$ cat src/rtl/sync_fifo_pkg.sv
// Shared constants and types for the synchronous FIFO.
package sync_fifo_pkg;

   localparam int DEF_WIDTH    = 8;
   localparam int DEF_DEPTH    = 16;
   localparam int DEF_AE_LEVEL = 2;
   localparam int DEF_FWFT     = 0;

   typedef struct packed {
      logic full;
      logic empty;
      logic almost_full;
      logic almost_empty;
      logic overflow;
      logic underflow;
   } fifo_status_t;

   function automatic bit is_pow2(input int v);
      return (v > 0) && ((v & (v - 1)) == 0);
   endfunction

endpackage

$ cat src/rtl/sync_fifo_if.sv
// Handshake, data and status signals between the FIFO and its user.
interface sync_fifo_if #(
   parameter int WIDTH = 8,
   parameter int DEPTH = 16
);
   localparam int CW = $clog2(DEPTH) + 1;

   logic             flush;
   logic             we;
   logic [WIDTH-1:0] wdata;
   logic             re;
   logic [WIDTH-1:0] rdata;
   logic             rvalid;
   logic             full;
   logic             empty;
   logic             almost_full;
   logic             almost_empty;
   logic [CW-1:0]    count;
   logic             overflow;
   logic             underflow;

   modport master (
      output flush, we, wdata, re,
      input  rdata, rvalid, full, empty, almost_full, almost_empty,
             count, overflow, underflow
   );

   modport slave (
      input  flush, we, wdata, re,
      output rdata, rvalid, full, empty, almost_full, almost_empty,
             count, overflow, underflow
   );
endinterface

$ cat src/rtl/sync_fifo_mem.sv
// Storage array: one synchronous write port, one asynchronous read port, no reset.
module sync_fifo_mem #(
   parameter int WIDTH = 8,
   parameter int DEPTH = 16,
   parameter int AW    = $clog2(DEPTH)
) (
   input  logic             clk,
   input  logic             we,
   input  logic [AW-1:0]    waddr,
   input  logic [WIDTH-1:0] wdata,
   input  logic [AW-1:0]    raddr,
   output logic [WIDTH-1:0] rdata
);

   logic [WIDTH-1:0] mem [DEPTH];

   always_ff @(posedge clk) begin
      if (we) mem[waddr] <= wdata;
   end

   assign rdata = mem[raddr];

endmodule

$ cat src/rtl/sync_fifo.sv
// Synchronous FIFO controller: pointers, occupancy count, flags and read port
// in either registered or first-word-fall-through mode.
module sync_fifo
   import sync_fifo_pkg::*;
#(
   parameter int WIDTH    = DEF_WIDTH,
   parameter int DEPTH    = DEF_DEPTH,
   parameter int AF_LEVEL = DEPTH - 2,
   parameter int AE_LEVEL = DEF_AE_LEVEL,
   parameter int FWFT     = DEF_FWFT
) (
   input  logic     clk,
   input  logic     rst_n,
   sync_fifo_if.slave bus
);

   localparam int AW = $clog2(DEPTH);
   localparam int CW = AW + 1;

   localparam logic [CW-1:0] DEPTH_C = CW'(DEPTH);
   localparam logic [CW-1:0] AF_C    = CW'(AF_LEVEL);
   localparam logic [CW-1:0] AE_C    = CW'(AE_LEVEL);

   if (!is_pow2(DEPTH) || DEPTH < 2 || DEPTH > 256) begin : g_bad_depth
      $error("sync_fifo: DEPTH must be a power of two in 2..256");
   end
   if (WIDTH < 1 || WIDTH > 32) begin : g_bad_width
      $error("sync_fifo: WIDTH must be in 1..32");
   end
   if (AF_LEVEL < 1 || AF_LEVEL > DEPTH) begin : g_bad_af
      $error("sync_fifo: AF_LEVEL must be in 1..DEPTH");
   end
   if (AE_LEVEL < 0 || AE_LEVEL > DEPTH - 1) begin : g_bad_ae
      $error("sync_fifo: AE_LEVEL must be in 0..DEPTH-1");
   end
   if (FWFT != 0 && FWFT != 1) begin : g_bad_fwft
      $error("sync_fifo: FWFT must be 0 or 1");
   end

   logic [AW-1:0]    wr_ptr;
   logic [AW-1:0]    rd_ptr;
   logic [CW-1:0]    count;
   logic             overflow_q;
   logic             underflow_q;
   logic             wr_ok;
   logic             rd_ok;
   logic [WIDTH-1:0] head;
   fifo_status_t     status;

   // Flags come only from the registered count, never from this cycle's we/re.
   assign status.full         = (count == DEPTH_C);
   assign status.empty        = (count == '0);
   assign status.almost_full  = (count >= AF_C);
   assign status.almost_empty = (count <= AE_C);
   assign status.overflow     = overflow_q;
   assign status.underflow    = underflow_q;

   assign wr_ok = bus.we && !status.full  && !bus.flush;
   assign rd_ok = bus.re && !status.empty && !bus.flush;

   sync_fifo_mem #(
      .WIDTH (WIDTH),
      .DEPTH (DEPTH)
   ) u_mem (
      .clk   (clk),
      .we    (wr_ok),
      .waddr (wr_ptr),
      .wdata (bus.wdata),
      .raddr (rd_ptr),
      .rdata (head)
   );

   always_ff @(posedge clk) begin
      if (!rst_n || bus.flush) begin
         wr_ptr      <= '0;
         rd_ptr      <= '0;
         count       <= '0;
         overflow_q  <= 1'b0;
         underflow_q <= 1'b0;
      end else begin
         if (wr_ok) wr_ptr <= wr_ptr + AW'(1);
         if (rd_ok) rd_ptr <= rd_ptr + AW'(1);
         if (wr_ok && !rd_ok)      count <= count + CW'(1);
         else if (rd_ok && !wr_ok) count <= count - CW'(1);
         if (bus.we && status.full)  overflow_q  <= 1'b1;
         if (bus.re && status.empty) underflow_q <= 1'b1;
      end
   end

   if (FWFT == 0) begin : g_reg_read
      logic [WIDTH-1:0] rdata_q;
      logic             rvalid_q;

      always_ff @(posedge clk) begin
         if (!rst_n) begin
            rdata_q  <= '0;
            rvalid_q <= 1'b0;
         end else if (bus.flush) begin
            rvalid_q <= 1'b0;
         end else begin
            rvalid_q <= rd_ok;
            if (rd_ok) rdata_q <= head;
         end
      end

      assign bus.rdata  = rdata_q;
      assign bus.rvalid = rvalid_q;
   end else begin : g_fwft_read
      assign bus.rdata  = head;
      assign bus.rvalid = !status.empty;
   end

   assign bus.full         = status.full;
   assign bus.empty        = status.empty;
   assign bus.almost_full  = status.almost_full;
   assign bus.almost_empty = status.almost_empty;
   assign bus.overflow     = status.overflow;
   assign bus.underflow    = status.underflow;
   assign bus.count        = count;

endmodule

$ cat src/flat_wrapper.sv
// flat-port wrapper written by rule: the top's interface ports become plain ports
module sync_fifo_flat import sync_fifo_pkg::*;
#(
   parameter int WIDTH    = DEF_WIDTH,
   parameter int DEPTH    = DEF_DEPTH,
   parameter int AF_LEVEL = DEPTH - 2,
   parameter int AE_LEVEL = DEF_AE_LEVEL,
   parameter int FWFT     = DEF_FWFT
)
  (clk, rst_n, bus_flush, bus_we, bus_wdata, bus_re, bus_rdata, bus_rvalid, bus_full, bus_empty, bus_almost_full, bus_almost_empty, bus_count, bus_overflow, bus_underflow);
  sync_fifo_if #(.WIDTH(WIDTH), .DEPTH(DEPTH)) bus_i ();
  input  logic clk;
  input  logic rst_n;
  input wire logic [$bits(bus_i.flush)-1:0] bus_flush;
  input wire logic [$bits(bus_i.we)-1:0] bus_we;
  input wire logic [$bits(bus_i.wdata)-1:0] bus_wdata;
  input wire logic [$bits(bus_i.re)-1:0] bus_re;
  output wire logic [$bits(bus_i.rdata)-1:0] bus_rdata;
  output wire logic [$bits(bus_i.rvalid)-1:0] bus_rvalid;
  output wire logic [$bits(bus_i.full)-1:0] bus_full;
  output wire logic [$bits(bus_i.empty)-1:0] bus_empty;
  output wire logic [$bits(bus_i.almost_full)-1:0] bus_almost_full;
  output wire logic [$bits(bus_i.almost_empty)-1:0] bus_almost_empty;
  output wire logic [$bits(bus_i.count)-1:0] bus_count;
  output wire logic [$bits(bus_i.overflow)-1:0] bus_overflow;
  output wire logic [$bits(bus_i.underflow)-1:0] bus_underflow;
  assign bus_i.flush = bus_flush;
  assign bus_i.we = bus_we;
  assign bus_i.wdata = bus_wdata;
  assign bus_i.re = bus_re;
  assign bus_rdata = bus_i.rdata;
  assign bus_rvalid = bus_i.rvalid;
  assign bus_full = bus_i.full;
  assign bus_empty = bus_i.empty;
  assign bus_almost_full = bus_i.almost_full;
  assign bus_almost_empty = bus_i.almost_empty;
  assign bus_count = bus_i.count;
  assign bus_overflow = bus_i.overflow;
  assign bus_underflow = bus_i.underflow;
  sync_fifo #(.WIDTH(WIDTH), .DEPTH(DEPTH), .AF_LEVEL(AF_LEVEL), .AE_LEVEL(AE_LEVEL), .FWFT(FWFT)) u_core (.clk(clk), .rst_n(rst_n), .bus(bus_i));
endmodule
$ cat config.mk
export PLATFORM = sky130hd
export DESIGN_NAME = sync_fifo_flat
export DESIGN_NICKNAME = d
export VERILOG_FILES = /design/src/rtl/sync_fifo_pkg.sv /design/src/rtl/sync_fifo_if.sv /design/src/rtl/sync_fifo_mem.sv /design/src/rtl/sync_fifo.sv /design/src/flat_wrapper.sv
export SDC_FILE = /design/constraint.sdc
export NUM_CORES = 1
export LEC_CHECK = 0
export BUFFER_PORTS_ARGS = -buffer_cell sky130_fd_sc_hd__buf_4
export CORE_AREA = 2 2 112 195
export CTS_CLUSTER_SIZE = 16
export DETAILED_ROUTE_END_ITERATION = 10
export DIE_AREA = 0 0 114 197
export MAX_ROUTING_LAYER = met4
export PLACE_DENSITY = 0.55
export SLEW_MARGIN = 40
export SYNTH_ARGS = -nofsm -noshare
export SYNTH_HDL_FRONTEND = slang
export SYNTH_SLANG_ARGS = --single-unit
$ cat constraint.sdc
create_clock -name clk -period 3.7 [get_ports clk]
set_input_delay 0 -clock clk [delete_from_list [all_inputs] [get_ports clk]]
set_output_delay 0 -clock clk [all_outputs]
set_load 0.05 [all_outputs]
==> run summary <==
number of flops mapped to enable cells by yosys -> 128
Mapped Area -> 6147 sq um
status -> completed
worst min-delay path class -> in2reg
Post-DRT Antenna Nets -> 0
asr flop ratio synth -> 0
full die area -> 22460 sq um
DRT Pass-1 Iters -> 4
Setup crit start -> u_core.bus.count[4]
Area growth, synth to finish -> 20.23%
clock sinks -> 152
initial antenna violation count -> 0
startpoint types -> flop
final-report hold violation count -> 0
CTS max path bufs -> 2
post-synthesis sequential area ratio -> 0.7034
RePlAce Congestion -> 0.7903
leak pwr -> 2.392 nW
Yosys cell types -> 42
Highest Clock Rate -> 347.9 MHz
Worst-Skew Late Latency -> 420 ps
pwr dens -> 519.4 nW/um^2
Pwr Total -> 3.839 mW
Rel. slew slack -> 0.4550
slew at the pin closest to its max-slew limit -> 814.5 ps
final instance area -> 7391 sq um
maximum VDD drop -> 0.0003036 V
CP max FO -> 18
Inst Count DP -> 647
first-pass GRT wire length -> 20.00 mm
GR Overflow Total -> 0
Hold Buf Count CTS -> 12
max-cap violation count -> 0
TNS Setup -> 0 ps
all-layer global routing usage -> 0.1260
WHS -> 401.4 ps
FP Rows -> 70
Post-CTS Setup Inserts -> 0
Yosys reg bits -> 152
uppermost routed layer -> met4
largest cells by area after synthesis -> edfxtp_1 63%, dfxtp_1 7.8%, mux4_2 7.0%, mux2i_1 4.6%, ha_1 1.8%
CP Capture Type -> flop
met2 wire length -> 7.481 mm
htree depth -> 4
Post-route DRC -> 0
synth warn -> 0
Die Span X -> 114 um
top-count cell post-synth -> edfxtp_1
fin crit period -> 2874 ps
io pins -> 33
CTS resizes -> 0
reg2reg start -> u_core.bus.count[4]
root buf cell -> clkbuf_16
final WL -> 12.97 mm
cells after synthesis -> 372
main flop type after synthesis -> edfxtp_1
metal3 WL -> 282 um
clock buffer count from CTS -> 17
wl on met1 -> 4.970 mm
Hold Startpoint -> bus_re
final cell count without fillers -> 691
RSZ-0062 raised after global routing -> false
core area -> 20850 sq um
fin nets -> 449
post-synth top area share -> 0.6253
Starting Density -> 0.2949
# port buffers -> 32
TritonCTS clock tree -> yes
share of layout cells above drive strength 1 -> 0.2688
vias in the first global route -> 3465
drt via density -> 4.741
HPWL after DPL -> 9.035 mm
Vert. Die Dim -> 197 um
Final Slew Violations -> 0
diode count -> 0
WS Path Type -> reg2reg
WL/cell -> 18.77 um
final setup fails -> 0
Layout Skew -> 6.790 ps
placed cell areas -> 6689 sq um
via count -> 3276
Fill cells -> 1969
flop2flop setup slack -> 830 ps
Detailed Route Iter0 Violations -> 145
largest net degree at the start of global routing -> 48
Tcrit/Tclk final -> 0.7768
Worst EP required -> 4050 ps
critical path arrival -> 3220 ps
Worst-path clk slew -> 60 ps
top cells by count, synth -> 128 x edfxtp_1, 30 x nor2_1, 28 x mux2i_1
Synth Net Count -> 395
area leader, netlist -> edfxtp_1
syn avg cell area -> 16.52 sq um
[logic make-up after synthesis]
kind of cell	after synthesis	share of synthesized area
flops	152	0.7034
simple gates	66	0.05129
compound gates	57	0.06432
mux	53	0.1262
buf+inv	25	0.02035
fa+ha+maj	10	0.02158
xor+xnor	9	0.01282
[cell usage in the layout, fill, tap and decap left out, types with 2 or more instances in the layout]
cell type	Yosys	routed
a21oi_1	9	9
nor2_1	30	19
ha_1	9	9
a31oi_1	5	5
mux2i_1	28	28
xor2_1	4	4
o22a_1	3	3
nor2_2	0	11
edfxtp_1	128	128
inv_6	0	3
dlygate4sd3_1	0	12
nor3_1	4	4
clkinv_2	0	2
a211oi_1	7	7
nor2b_1	3	3
nand2b_1	4	4
clkbuf_16	0	19
mux2_2	6	6
dfxtp_1	24	23
inv_4	0	3
o22ai_1	13	13
buf_4	1	40
xnor2_1	5	5
inv_1	7	7
nand2_1	14	14
clkinv_4	0	3
nand3_1	5	5
mux4_2	19	19
o21ai_0	11	11
[state kept, by name (all words and copies together) (netlist names)]
signal / flops
u_core.bus.rdata: 8
u_core.bus.count: 5
u_core.rd_ptr: 4
u_core.bus.overflow: 1
u_core.u_mem.mem: 128
u_core.wr_ptr: 4
u_core.bus.underflow: 1
u_core.bus.rvalid: 1
[routing by layer]
layer	track usage	up-vias
met5	-	-
met4	0.04652	0
met3	0.02706	11
met2	0.2337	51
met1	0.1278	1664
li1	-	1550
[critical path, cell delays in order (launching register included)]
cell	delay, ps
dfxtp_1	530
inv_2	150
a21oi_2	570
inv_1	110
ha_1	220
inv_1	160
ha_1	300
a21o_1	170
a21oi_1	160
mux2i_1	230
mux2i_1	200
[area by class of cell]
type	count	area (sq um)	share of cell area
clock inverters	11	81.33	0.01100
flip-flops and latches	152	4325	0.5852
inverters	8	30.03	0.004063
multi-input cells	195	1725	0.2335
clock buffers	21	493.0	0.06670
well taps	252	315.3	0.04266
repair buffers	52	420.4	0.05688
[power breakdown]
part	switching, mW	total, mW	internal (mW)
Combinational	0.180	0.283	0.103
Sequential	0.0196	1.89	1.87
Clock	0.697	1.66	0.964
Total	0.897	3.84	2.94
[path summary, 6_finish.rpt]
check                         end  cells after the start
max reg2reg   u_core.bus.count[4]                     10
max           u_core.bus.count[4]                     10
min          u_core.bus.underflow                      4
min reg2reg  u_core.bus.underflow                      2
[per-stage QoR]
| stage | worst slack, ps | util |
|---|---|---|
| 3_3_place_gp | 889.7 | 0.3199 |
| 6_report | 825.9 | 0.3546 |
| 4_1_cts | 809.6 | 0.3542 |
| 2_1_floorplan | 573.9 | - |
| 5_1_grt | 496.1 | 0.3546 |
| 3_5_place_dp | 819.9 | 0.3209 |
Power figures use the tool's default switching activity.
